===== config.mk =====
export PLATFORM = sky130hd
export DESIGN_NAME = logic_pipe
export DESIGN_NICKNAME = d
export VERILOG_FILES = /design/src/rtl/logic_pipe_pkg.sv /design/src/rtl/logic_pipe_stage.sv /design/src/rtl/logic_pipe.sv
export SDC_FILE = /design/constraint.sdc
export NUM_CORES = 1
export LEC_CHECK = 0
export BUFFER_PORTS_ARGS = -buffer_cell sky130_fd_sc_hd__buf_2
export CAP_MARGIN = 25
export CELL_PAD_IN_SITES_DETAIL_PLACEMENT = 1
export CELL_PAD_IN_SITES_GLOBAL_PLACEMENT = 1
export CORE_ASPECT_RATIO = 1.75
export CORE_MARGIN = 4
export CORE_UTILIZATION = 40
export CTS_BUF_LIST = sky130_fd_sc_hd__clkbuf_16
export CTS_CLUSTER_SIZE = 40
export DETAILED_ROUTE_END_ITERATION = 10
export HOLD_SLACK_MARGIN = 0.08
export PLACE_DENSITY = 0.77
export SYNTH_ARGS = -nofsm -noshare
export SYNTH_HDL_FRONTEND = slang
export SYNTH_SLANG_ARGS = --single-unit

===== constraint.sdc =====
create_clock -name clk -period 3.9 [get_ports clk]
set_input_delay 0.585 -clock clk [delete_from_list [all_inputs] [get_ports clk]]
set_output_delay 0.585 -clock clk [all_outputs]
set_load 0.01 [all_outputs]

===== src/rtl/logic_pipe_pkg.sv =====
// Shared types for logic_pipe: mode encoding, per-lane S1 payload, and lane result function.
package logic_pipe_pkg;

  typedef enum logic {
    MODE_AND  = 1'b0,
    MODE_XOR3 = 1'b1
  } mode_e;

  typedef struct packed {
    logic or_ab;
    logic and_ab;
    logic not_c;
    logic c;
  } s1_lane_t;

  localparam int S1_LANE_W = $bits(s1_lane_t);

  // Returns {x, y} for one lane; a^b is rebuilt from the stored or/and terms.
  function automatic logic [1:0] lane_result(s1_lane_t l, mode_e m);
    logic x_b;
    logic y_b;
    x_b = l.not_c ^ l.or_ab;
    if (m == MODE_XOR3) y_b = (l.or_ab & ~l.and_ab) ^ l.c;
    else                y_b = l.or_ab & (~l.and_ab ^ l.or_ab);
    return {x_b, y_b};
  endfunction

endpackage


===== src/rtl/logic_pipe_stage.sv =====
// Valid/ready register slice: holds its payload while stalled, accepts when empty or draining.
module logic_pipe_stage #(
  parameter int W = 8
) (
  input  logic         clk,
  input  logic         rst,
  input  logic         in_valid,
  output logic         in_ready,
  input  logic [W-1:0] in_data,
  output logic         out_valid,
  input  logic         out_ready,
  output logic [W-1:0] out_data
);

  assign in_ready = !out_valid || out_ready;

  always_ff @(posedge clk) begin
    if (rst) begin
      out_valid <= 1'b0;
      out_data  <= '0;
    end else if (in_ready) begin
      out_valid <= in_valid;
      if (in_valid) out_data <= in_data;
    end
  end

endmodule


===== src/rtl/logic_pipe.sv =====
// Two-stage bitwise logic pipeline with valid/ready flow control and an accepted-transfer counter.
module logic_pipe
  import logic_pipe_pkg::*;
#(
  parameter int WIDTH = 8,
  parameter int CNT_W = 16
) (
  input  logic             clk,
  input  logic             rst,
  input  logic             in_valid,
  output logic             in_ready,
  input  logic [WIDTH-1:0] a,
  input  logic [WIDTH-1:0] b,
  input  logic [WIDTH-1:0] c,
  input  logic             mode,
  output logic             out_valid,
  input  logic             out_ready,
  output logic [WIDTH-1:0] x,
  output logic [WIDTH-1:0] y,
  output logic [CNT_W-1:0] acc_cnt
);

  localparam int S1_W = WIDTH * S1_LANE_W + 1;
  localparam int S2_W = 2 * WIDTH;

  s1_lane_t [WIDTH-1:0] s1_in_lanes;
  s1_lane_t [WIDTH-1:0] s1_lanes;
  logic                 s1_mode;
  logic [S1_W-1:0]      s1_in_data;
  logic [S1_W-1:0]      s1_out_data;
  logic                 s1_ready;
  logic                 s1_valid;
  logic                 s2_ready;
  logic [WIDTH-1:0]     x_next;
  logic [WIDTH-1:0]     y_next;
  logic                 accept;

  for (genvar i = 0; i < WIDTH; i++) begin : g_lane
    assign s1_in_lanes[i] = '{or_ab: a[i] | b[i], and_ab: a[i] & b[i], not_c: ~c[i], c: c[i]};
    assign {x_next[i], y_next[i]} = lane_result(s1_lanes[i], mode_e'(s1_mode));
  end

  assign s1_in_data            = {s1_in_lanes, mode};
  assign {s1_lanes, s1_mode}   = s1_out_data;

  // Reset gates in_ready so nothing is offered as accepted (or counted) while rst is high.
  assign in_ready = s1_ready && !rst;
  assign accept   = in_valid && in_ready;

  logic_pipe_stage #(.W(S1_W)) u_s1 (
    .clk       (clk),
    .rst       (rst),
    .in_valid  (in_valid),
    .in_ready  (s1_ready),
    .in_data   (s1_in_data),
    .out_valid (s1_valid),
    .out_ready (s2_ready),
    .out_data  (s1_out_data)
  );

  logic_pipe_stage #(.W(S2_W)) u_s2 (
    .clk       (clk),
    .rst       (rst),
    .in_valid  (s1_valid),
    .in_ready  (s2_ready),
    .in_data   ({x_next, y_next}),
    .out_valid (out_valid),
    .out_ready (out_ready),
    .out_data  ({x, y})
  );

  always_ff @(posedge clk) begin
    if (rst)         acc_cnt <= '0;
    else if (accept) acc_cnt <= acc_cnt + 1'b1;
  end

endmodule

==> results.sh, run 1 <==
export IMPL_track_usage_pct=17.3
export IMPL_cp_end_kind="flop"
export IMPL_crit_type="primary input to flop"
export IMPL_port_buffers=62
export IMPL_design_area_um2=3400
export IMPL_cts_tree="built"
export IMPL_ff_latch_area_um2=1340
export IMPL_p_per_area_nw_per_um2=466
export IMPL_die_y_um=118
export IMPL_clk_pin_slew_ns=0.05
export IMPL_core_area_um2=6810
export IMPL_final_antenna_net_count=0
export IMPL_rows=40
export IMPL_slew_violations=0
export IMPL_cts_setup_buffers=0
export IMPL_timing_final_setup_violations=0
export IMPL_startpoint="out_ready"
export IMPL_antenna_found_initial=0
export IMPL_crit_path_max_incr_delay_ns=0.67
export IMPL_cts_hold_buf=0
export IMPL_drc=0
export IMPL_start_util_pct=40.9
export IMPL_clock_fmax_mhz=525
export IMPL_p_seq_share_pct=47.3
export IMPL_gp_congestion=0.714
export IMPL_p_switching_mw=0.380
export IMPL_diodes=0
export IMPL_synth_seq_cells=67
export IMPL_hold_violations=0
export IMPL_synth_cells=342
export IMPL_fin_nets=425
export IMPL_async_reset_ff_share_pct=0
export IMPL_p_leak_nw=1.34
export IMPL_crit_buf_inv=1
export IMPL_synth_ff_type="dfxtp_1"
export IMPL_max_slew_margin_rel_pct=52.3
export IMPL_drt_total_wl_um=6820
export IMPL_dr_first_iter_drc_count=90
export IMPL_yosysWarnings=0
export IMPL_crit_end="acc_cnt[12]"
export IMPL_final_cell_mix="dfxtp_1, buf_2, nand2_1"
export IMPL_multi_input_area_um2=1330
export IMPL_grt_pass1_vias=2572
export IMPL_avgSynthCellArea_um2=8.14
export IMPL_avgRoutedWirePerCell_um=14.1
export IMPL_ir_drop_uv=231
export IMPL_critPathTopFamily="simple AND/OR/NAND/NOR gates"
export IMPL_hold_class="flop to flop"
export IMPL_grt_max_degree=68
export IMPL_synth_distinct_cells=30
export IMPL_cp_slowest_cell="or4_1"
export IMPL_seq_area_frac_synth_pct=48.2
export IMPL_netSwitchingFraction_pct=24.0
export IMPL_cap_violations=0
export IMPL_cts_resized=0
export IMPL_timing_final_crit_share_pct=48.9
export IMPL_drive_gt1_share_pct=19.8
export IMPL_worst_setup_path_start_kind="primary input"
export IMPL_setup_tns_ns=0
export IMPL_clk_path_buf_depth=2
export IMPL_cp_arrival_ns=2.15
export IMPL_r2r_end="acc_cnt[12]"
export IMPL_dieArea_um2=8410
export IMPL_cts_num_sinks=67
export IMPL_h_tree_depth=3
export IMPL_cts_buffers=9
export IMPL_r2r_worst_path_cells=5
export IMPL_comb_power_share_pct=9.7
export IMPL_post_dp_hpwl_um=4690
export IMPL_post_dp_cell_area_um2=3150
export IMPL_internal_power_mw=1.20
export IMPL_clk_latency_ns=0.32
export IMPL_clock_skew_ns=0.00435
export IMPL_vias_per_cell=5.18
export IMPL_synth_edf_count=0
export IMPL_ctsRootBufferMaster="clkbuf_16"
export IMPL_synth_area_um2=2790
export IMPL_worstPathRequired_ns=4.15
export IMPL_worst_pin_slew_ns=0.715
export IMPL_rrSetupSlack_ns=2.00
export IMPL_grt_overflow=0
export IMPL_grt_pass1_wl_um=11600
export IMPL_path_max_fanout=10
export IMPL_crit_cells=5
export IMPL_synth_nets=372
export IMPL_layout_commonest_cell="dfxtp_1"
export IMPL_ios=63
export IMPL_vias=2503
export IMPL_dr_pass1_iters=4
export IMPL_die_w_um=71.1
export IMPL_period_minus_slack_ns=1.91
export IMPL_status="complete, no violations"
export IMPL_crit_chain="buf_2, and3b_1, or4_1, or3_1, a21oi_1"
export IMPL_r2r_start="acc_cnt[0]"
export IMPL_clockPowerShare_pct=42.9
export IMPL_area_growth_syn_to_layout_pct=22.1
export IMPL_rsz0062_at_grt="no"
export IMPL_num_fill_cells=884
## stage by stage
stage                     cells  hold WS, ns  setup WS (ns)  utilization, %  power, mW
after CTS                   483        0.467           1.98            50.0       1.61
after floorplan             342        0.440           1.85               -      0.859
after global routing        483        0.476           1.85            50.0       1.66
after global placement      467        0.450           1.69            45.9      0.909
final                       483        0.464           1.99            50.0       1.58
after detailed placement    468        0.460           1.66            46.3      0.920
## sequential cells by signal, indices dropped and copies added, names as in the netlist
signal          cells
u_s1.out_data      33
acc_cnt            16
u_s1.out_valid      1
u_s2.out_data      16
u_s2.out_valid      1
## cells in the mapped netlist, types with 2 or more instances
master / instances / area, µm²
xnor2_1: 21 / 184
nor3_1: 17 / 85.1
nand3_1: 12 / 60.1
inv_1: 3 / 11.3
nor2_1: 41 / 154
a211oi_1: 16 / 120
o21ai_0: 8 / 40.0
clkbuf_1: 21 / 78.8
nand2b_1: 17 / 106
nand4_1: 4 / 25.0
dfxtp_1: 67 / 1340
or3_1: 7 / 43.8
and2_1: 2 / 12.5
nand2_1: 48 / 180
or4_1: 2 / 15.0
a21oi_1: 42 / 210
## power groups by stage
| stage | combinational, mW | sequential [mW] | clock (mW) |
|---|---|---|---|
| 3_3_place_gp | 0.146 | 0.763 | 0 |
| 2_1_floorplan | 0.0960 | 0.763 | 0 |
| 6_report | 0.154 | 0.750 | 0.680 |
| 3_5_place_dp | 0.155 | 0.765 | 0 |
| 4_1_cts | 0.157 | 0.751 | 0.702 |
| 5_1_grt | 0.174 | 0.755 | 0.735 |
## cell type report
class / instances / share of cell area (%)
sequential: 67 / 39.4
multi-input combinational: 248 / 39.2
timing repair buffer: 66 / 10.6
clock buffer: 9 / 6.62
tap: 84 / 3.09
clock inverter: 6 / 0.736
inverter: 3 / 0.331
## routing by layer
metal / track usage, % / wire, µm
met3: 4.26 / 335
met2: 30.8 / 3700
met4: 7.76 / 70
met5: 0 / 0
met1: 18.8 / 2720
## cells by family (layout without fill, tap and decap cells)
group,Yosys count,after routing,synth area share [%]
and+or+nand+nor,156,156,26.2
AOI/OAI and AO/OA,68,68,13.9
DFF,67,67,48.2
buffers and inverters,27,84,3.95
xor gates and xnor gates,22,22,6.92
adders and majority gates,1,1,0.449
muxes,1,1,0.404
## how the worst min path moves through the flow
stage / startpoint / end / slack, ns / cells after the start
2_1_floorplan: u_s1.out_data[11] / u_s1.out_data[11] / 0.44 / 2
3_3_place_gp: u_s1.out_data[7] / u_s1.out_data[7] / 0.45 / 2
3_5_place_dp: u_s1.out_data[1] / u_s1.out_data[1] / 0.46 / 2
4_1_cts: u_s1.out_data[1] / u_s1.out_data[1] / 0.47 / 2
5_1_grt: u_s1.out_data[19] / u_s1.out_data[19] / 0.48 / 2
6_report: u_s1.out_data[1] / u_s1.out_data[1] / 0.46 / 2
## worst reg2reg max path, cell delays in order, from the launching register on
cell	delay [ns]
dfxtp_1	0.40
ha_1	0.22
nand3_1	0.14
or4_1	0.54
or3_1	0.39
a21oi_1	0.15
No activity file was read; power rests on OpenSTA's default activity.
==> inputs of run 2 (changes only) <==
- CORE_UTILIZATION: 40 -> 39
- PLACE_DENSITY: 0.77 -> 0.76
- clock period: 3.9 -> 1.85 ns (I/O delays scaled with it)
==> run 2 against run 1 <==
Compared with the run above:
- clock power increased by 110%
- global-route usage grew 0.64 points
- count of clock-buffer cells in the layout is the same
- non-clock buffer count grew 9
- design area increased by 1.8%
- combinational power rose by 110%
- routed wire length is 1.2% higher
- first-iteration DRC count rose by 29%
- critical path depth decreased by 1
- register-to-register slack got worse by 1.9 ns
- sequential share of layout area is 0.59 points lower
- die area increased by 2.3%
- critical path type is now flop to flop
- largest power group unchanged
==> results.sh, run 2 (synthesis gave the netlist of run 1 again) <==
export IMPL_h_tree_depth=3
export IMPL_dr_pass1_iters=4
export IMPL_final_cell_mix="dfxtp_1, buf_2, nand2_1"
export IMPL_p_leak_nw=1.38
export IMPL_multi_input_area_um2=1340
export IMPL_grt_overflow=0
export IMPL_timing_final_crit_share_pct=94.7
export IMPL_clock_fmax_mhz=571
export IMPL_layout_commonest_cell="dfxtp_1"
export IMPL_fin_nets=434
export IMPL_grt_max_degree=69
export IMPL_clockPowerShare_pct=42.6
export IMPL_cts_num_sinks=67
export IMPL_rrSetupSlack_ns=0.1
export IMPL_r2r_worst_path_cells=4
export IMPL_cp_slowest_cell="or4_4"
export IMPL_rows=40
export IMPL_hold_violations=0
export IMPL_cp_arrival_ns=2.00
export IMPL_largest_register="u_s1.out_data"
export IMPL_clk_pin_slew_ns=0.05
export IMPL_timing_final_setup_violations=0
export IMPL_startpoint="u_s2.out_valid"
export IMPL_port_buffers=62
export IMPL_p_per_area_nw_per_um2=958
export IMPL_max_slew_margin_rel_pct=52.9
export IMPL_largestRegisters="u_s1.out_data x33, acc_cnt x16, u_s2.out_data x16"
export IMPL_crit_path_max_incr_delay_ns=0.57
export IMPL_crit_chain="and3b_1, or4_4, or3_1, a21oi_1"
export IMPL_rsz0062_at_grt="no"
export IMPL_crit_cells=4
export IMPL_status="complete, no violations"
export IMPL_clock_skew_ns=0.00383
export IMPL_period_minus_slack_ns=1.75
export IMPL_worst_setup_path_start_kind="flop"
export IMPL_hold_class="primary input to flop"
export IMPL_comb_power_share_pct=9.9
export IMPL_r2r_end="acc_cnt[10]"
export IMPL_avgRoutedWirePerCell_um=14.1
export IMPL_largest_reg_flops=33
export IMPL_worstPathRequired_ns=2.10
export IMPL_core_area_um2=6910
export IMPL_vias=2547
export IMPL_crit_buf_inv=0
export IMPL_track_usage_pct=17.9
export IMPL_clk_path_buf_depth=2
export IMPL_gp_congestion=0.744
export IMPL_area_growth_syn_to_layout_pct=24.3
export IMPL_antenna_found_initial=0
export IMPL_drt_total_wl_um=6910
export IMPL_ir_drop_uv=537
export IMPL_slew_violations=0
export IMPL_cap_violations=0
export IMPL_power_mw=3.32
export IMPL_ff_latch_area_um2=1350
export IMPL_netSwitchingFraction_pct=23.7
export IMPL_start_util_pct=40.3
export IMPL_grt_pass1_wl_um=12100
export IMPL_post_dp_hpwl_um=4900
export IMPL_dr_first_iter_drc_count=116
export IMPL_cts_tree="built"
export IMPL_num_fill_cells=882
export IMPL_grt_pass1_vias=2709
export IMPL_final_antenna_net_count=0
export IMPL_drc=0
export IMPL_vias_per_cell=5.20
export IMPL_ctsRootBufferMaster="clkbuf_16"
export IMPL_cp_end_kind="flop"
export IMPL_ios=63
export IMPL_critPathTopFamily="simple AND/OR/NAND/NOR gates"
export IMPL_r2r_start="u_s2.out_valid"
export IMPL_path_max_fanout=5
export IMPL_crit_type="flop to flop"
export IMPL_die_w_um=71.9
export IMPL_die_y_um=120
export IMPL_diodes=0
export IMPL_internal_power_mw=2.53
export IMPL_p_seq_share_pct=47.5
export IMPL_drive_gt1_share_pct=22.4
export IMPL_crit_end="acc_cnt[10]"
export IMPL_cts_buffers=9
export IMPL_setup_tns_ns=0
export IMPL_worst_pin_slew_ns=0.706
export IMPL_dieArea_um2=8610
export IMPL_clk_latency_ns=0.33
export IMPL_p_switching_mw=0.787
run 2: worst min path at each step:
stage,start,end,slack [ns],depth (start not counted)
after global placement,u_s1.out_data[19],u_s1.out_data[19],0.45,2
after detailed placement,u_s1.out_data[19],u_s1.out_data[19],0.46,2
after floorplan,in_valid,u_s1.out_valid,0.40,2
after CTS,c[3],u_s1.out_data[13],0.19,3
final,c[3],u_s1.out_data[13],0.20,3
after global routing,c[5],u_s1.out_data[21],0.19,3
run 2: power groups by stage:
stage | Sequential (mW) | Combinational [mW] | Clock [mW]
floorplan | 1.61 | 0.202 | 0
global placement | 1.60 | 0.322 | 0
detailed placement | 1.61 | 0.333 | 0
CTS | 1.58 | 0.336 | 1.46
global route | 1.59 | 0.375 | 1.53
finish | 1.58 | 0.328 | 1.41
run 2: area by class of cell:
cell class / count / share of cell area [%]
sequential: 67 / 38.8
clock buffer: 9 / 6.50
timing repair buffer: 75 / 12.1
inverter: 3 / 0.325
tap: 84 / 3.03
clock inverter: 4 / 0.434
multi-input combinational: 248 / 38.7
run 2: what timing repair did:
action | 4_1_cts | 5_1_grt
resized for setup | 1 | 5
hold endpoints to repair | 0 | 0
pin swaps | 0 | 2
setup endpoints to repair | 1 | 7
gates cloned | 0 | 0
buffers inserted | 0 | 1
hold buffers | 0 | 0
run 2: stage by stage:
| step | hold WS [ns] | setup slack [ns] | utilization, % | area, µm² | cells |
|---|---|---|---|---|---|
| 2_1_floorplan | 0.398 | 0.0211 | - | 2790 | 342 |
| 3_3_place_gp | 0.447 | 0.0480 | 46.4 | 3200 | 476 |
| 3_5_place_dp | 0.455 | 0.0114 | 46.4 | 3200 | 476 |
| 4_1_cts | 0.190 | 0.0283 | 49.9 | 3450 | 489 |
| 5_1_grt | 0.186 | 0.00108 | 50.1 | 3460 | 490 |
| 6_report | 0.198 | 0.0982 | 50.1 | 3460 | 490 |
run 2: worst min-delay path: cells and delay by family:
kind | cells | cell delay [ns]
simple gates | 1 | 0.05
buf+inv | 1 | 0.10
compound gates | 1 | 0.05
run 2: per-layer routing:
layer	up-vias	track usage, %	part of all wire (%)
li1	1286	-	-
met1	1198	19.0	40
met2	54	30.6	52
met3	9	6.79	6.1
met4	0	8.35	2.2
met5	-	0	0
==> inputs of run 3 (changes only) <==
- CELL_PAD_IN_SITES_GLOBAL_PLACEMENT: 1 -> 2
- CORE_UTILIZATION: 39 -> 31
- GPL_ROUTABILITY_DRIVEN: default -> 0
- clock period: 1.85 -> 1.9 ns (I/O delays scaled with it)
==> run 3 against run 2 <==
Compared with the run above:
- flip-flop and latch count is the same
- routed wire length grew 5.4%
- die area grew 23%
- largest cell class is now multi-input gates
- critical endpoint is now acc_cnt[12]
- sequential power shrank 3%
- highest routed layer is now met5
==> results.sh, run 3 (synthesis gave the netlist of run 1 again) <==
export IMPL_status="complete, no violations"
export IMPL_dr_first_iter_drc_count=46
export IMPL_busiest_layer="met2"
export IMPL_crit_type="flop to flop"
export IMPL_clk_latency_ns=0.33
export IMPL_slew_violations=0
export IMPL_drive_gt1_share_pct=21.7
export IMPL_port_buffers=62
export IMPL_largestRegisters="u_s1.out_data x33, acc_cnt x16, u_s2.out_data x16"
export IMPL_place_ws_ns=0.00731
export IMPL_final_antenna_net_count=0
export IMPL_rows=45
export IMPL_dieArea_um2=10600
export IMPL_layout_commonest_cell="dfxtp_1"
export IMPL_start_util_pct=31.9
export IMPL_clk_path_buf_depth=2
export IMPL_period_minus_slack_ns=1.79
export IMPL_cp_arrival_ns=2.04
export IMPL_setup_tns_ns=0
export IMPL_fin_nets=431
export IMPL_cts_tree="built"
export IMPL_largest_reg_flops=33
export IMPL_worst_pin_slew_ns=0.735
export IMPL_track_usage_pct=14.8
export IMPL_hold_path_depth=3
export IMPL_p_leak_nw=1.38
export IMPL_cp_end_kind="flop"
export IMPL_cap_violations=0
export IMPL_ctsRootBufferMaster="clkbuf_16"
export IMPL_cts_num_sinks=67
export IMPL_rsz0062_at_grt="no"
export IMPL_drt_total_wl_um=7280
export IMPL_grt_pass1_wl_um=12300
export IMPL_avgRoutedWirePerCell_um=13.9
export IMPL_multi_input_area_um2=1340
export IMPL_cts_setup_buffers=0
export IMPL_hold_class="primary input to flop"
export IMPL_vias=2545
export IMPL_p_per_area_nw_per_um2=973
export IMPL_clock_skew_ns=0.00632
export IMPL_clock_fmax_mhz=560
export IMPL_ff_latch_area_um2=1340
export IMPL_h_tree_depth=3
export IMPL_dr_pass1_iters=4
export IMPL_clk_pin_slew_ns=0.06
export IMPL_met1_usage_pct=16.2
export IMPL_die_y_um=133
export IMPL_use_met2_pct=25.4
export IMPL_largest_register="u_s1.out_data"
export IMPL_use_met3_pct=3.45
export IMPL_max_slew_margin_rel_pct=51.0
export IMPL_grt_overflow=0
export IMPL_setup_slack_ns=0.115
export IMPL_grt_pass1_vias=2576
export IMPL_power_mw=3.41
export IMPL_num_fill_cells=1098
export IMPL_path_max_fanout=6
export IMPL_timing_final_crit_share_pct=94.0
export IMPL_cts_buffers=9
export IMPL_antenna_found_initial=1
export IMPL_ir_drop_uv=540
export IMPL_grt_max_degree=69
export IMPL_final_cell_mix="dfxtp_1, buf_2, nand2_1"
export IMPL_r2r_worst_path_cells=4
export IMPL_worst_setup_path_start_kind="flop"
export IMPL_timing_final_setup_violations=0
export IMPL_vias_per_cell=4.87
export IMPL_drc=0
export IMPL_hold_violations=0
export IMPL_ios=63
export IMPL_core_area_um2=8730
export IMPL_hold_slack_ns=0.206
export IMPL_area_growth_syn_to_layout_pct=25.9
export IMPL_diodes=0
export IMPL_post_dp_hpwl_um=5060
export IMPL_die_w_um=79.7
export IMPL_worstPathRequired_ns=2.15
run 3: cell count changes in the layout (fill, tap and decap cells not counted), sizes merged:
cell / change
clkinv: +2
buf: -3
bufinv: +1
run 3: metal layers:
metal | vias to the layer above | routed length, µm
li1 | 1277 | -
met5 | - | 13
met1 | 1206 | 2900
met2 | 48 | 3820
met3 | 12 | 349
met4 | 2 | 201
run 3: layout make-up:
type                       count  area share (%)
clock inverter                 7            1.50
inverter                       3           0.321
sequential                    67            38.3
tap                          117            4.17
multi-input combinational    248            38.3
timing repair buffer          72            11.0
clock buffer                   9            6.42
run 3: power by group:
part | internal [mW] | switching, mW | total (mW)
combinational | 0.144 | 0.181 | 0.325
sequential | 1.48 | 0.0511 | 1.53
clock | 0.986 | 0.569 | 1.56
run 3: worst paths after layout:
kind | slack, ns | from | end
max | 0.11 | u_s2.out_valid | acc_cnt[12]
min | 0.21 | c[3] | u_s1.out_data[13]
max reg2reg | 0.11 | u_s2.out_valid | acc_cnt[12]
min reg2reg | 0.47 | u_s1.out_data[19] | u_s1.out_data[19]
run 3: worst max-delay path, stage by stage, from the launching register on:
cell and delay, ns:
dfxtp_1 0.32, and3b_1 0.25, or4_4 0.59, or3_1 0.38, a21oi_1 0.16
run 3: per-stage QoR:
stage                     utilization, %  instance area, µm²  instances
final                               40.2                3510        523
after floorplan                        -                2790        342
after CTS                           40.1                3500        523
after global routing                40.2                3510        523
after detailed placement            36.9                3220        507
after global placement              36.9                3220        507
run 3: what timing repair did:
item	CTS	global route
hold buffers	0	0
resized for setup	0	4
setup endpoints to repair	0	5
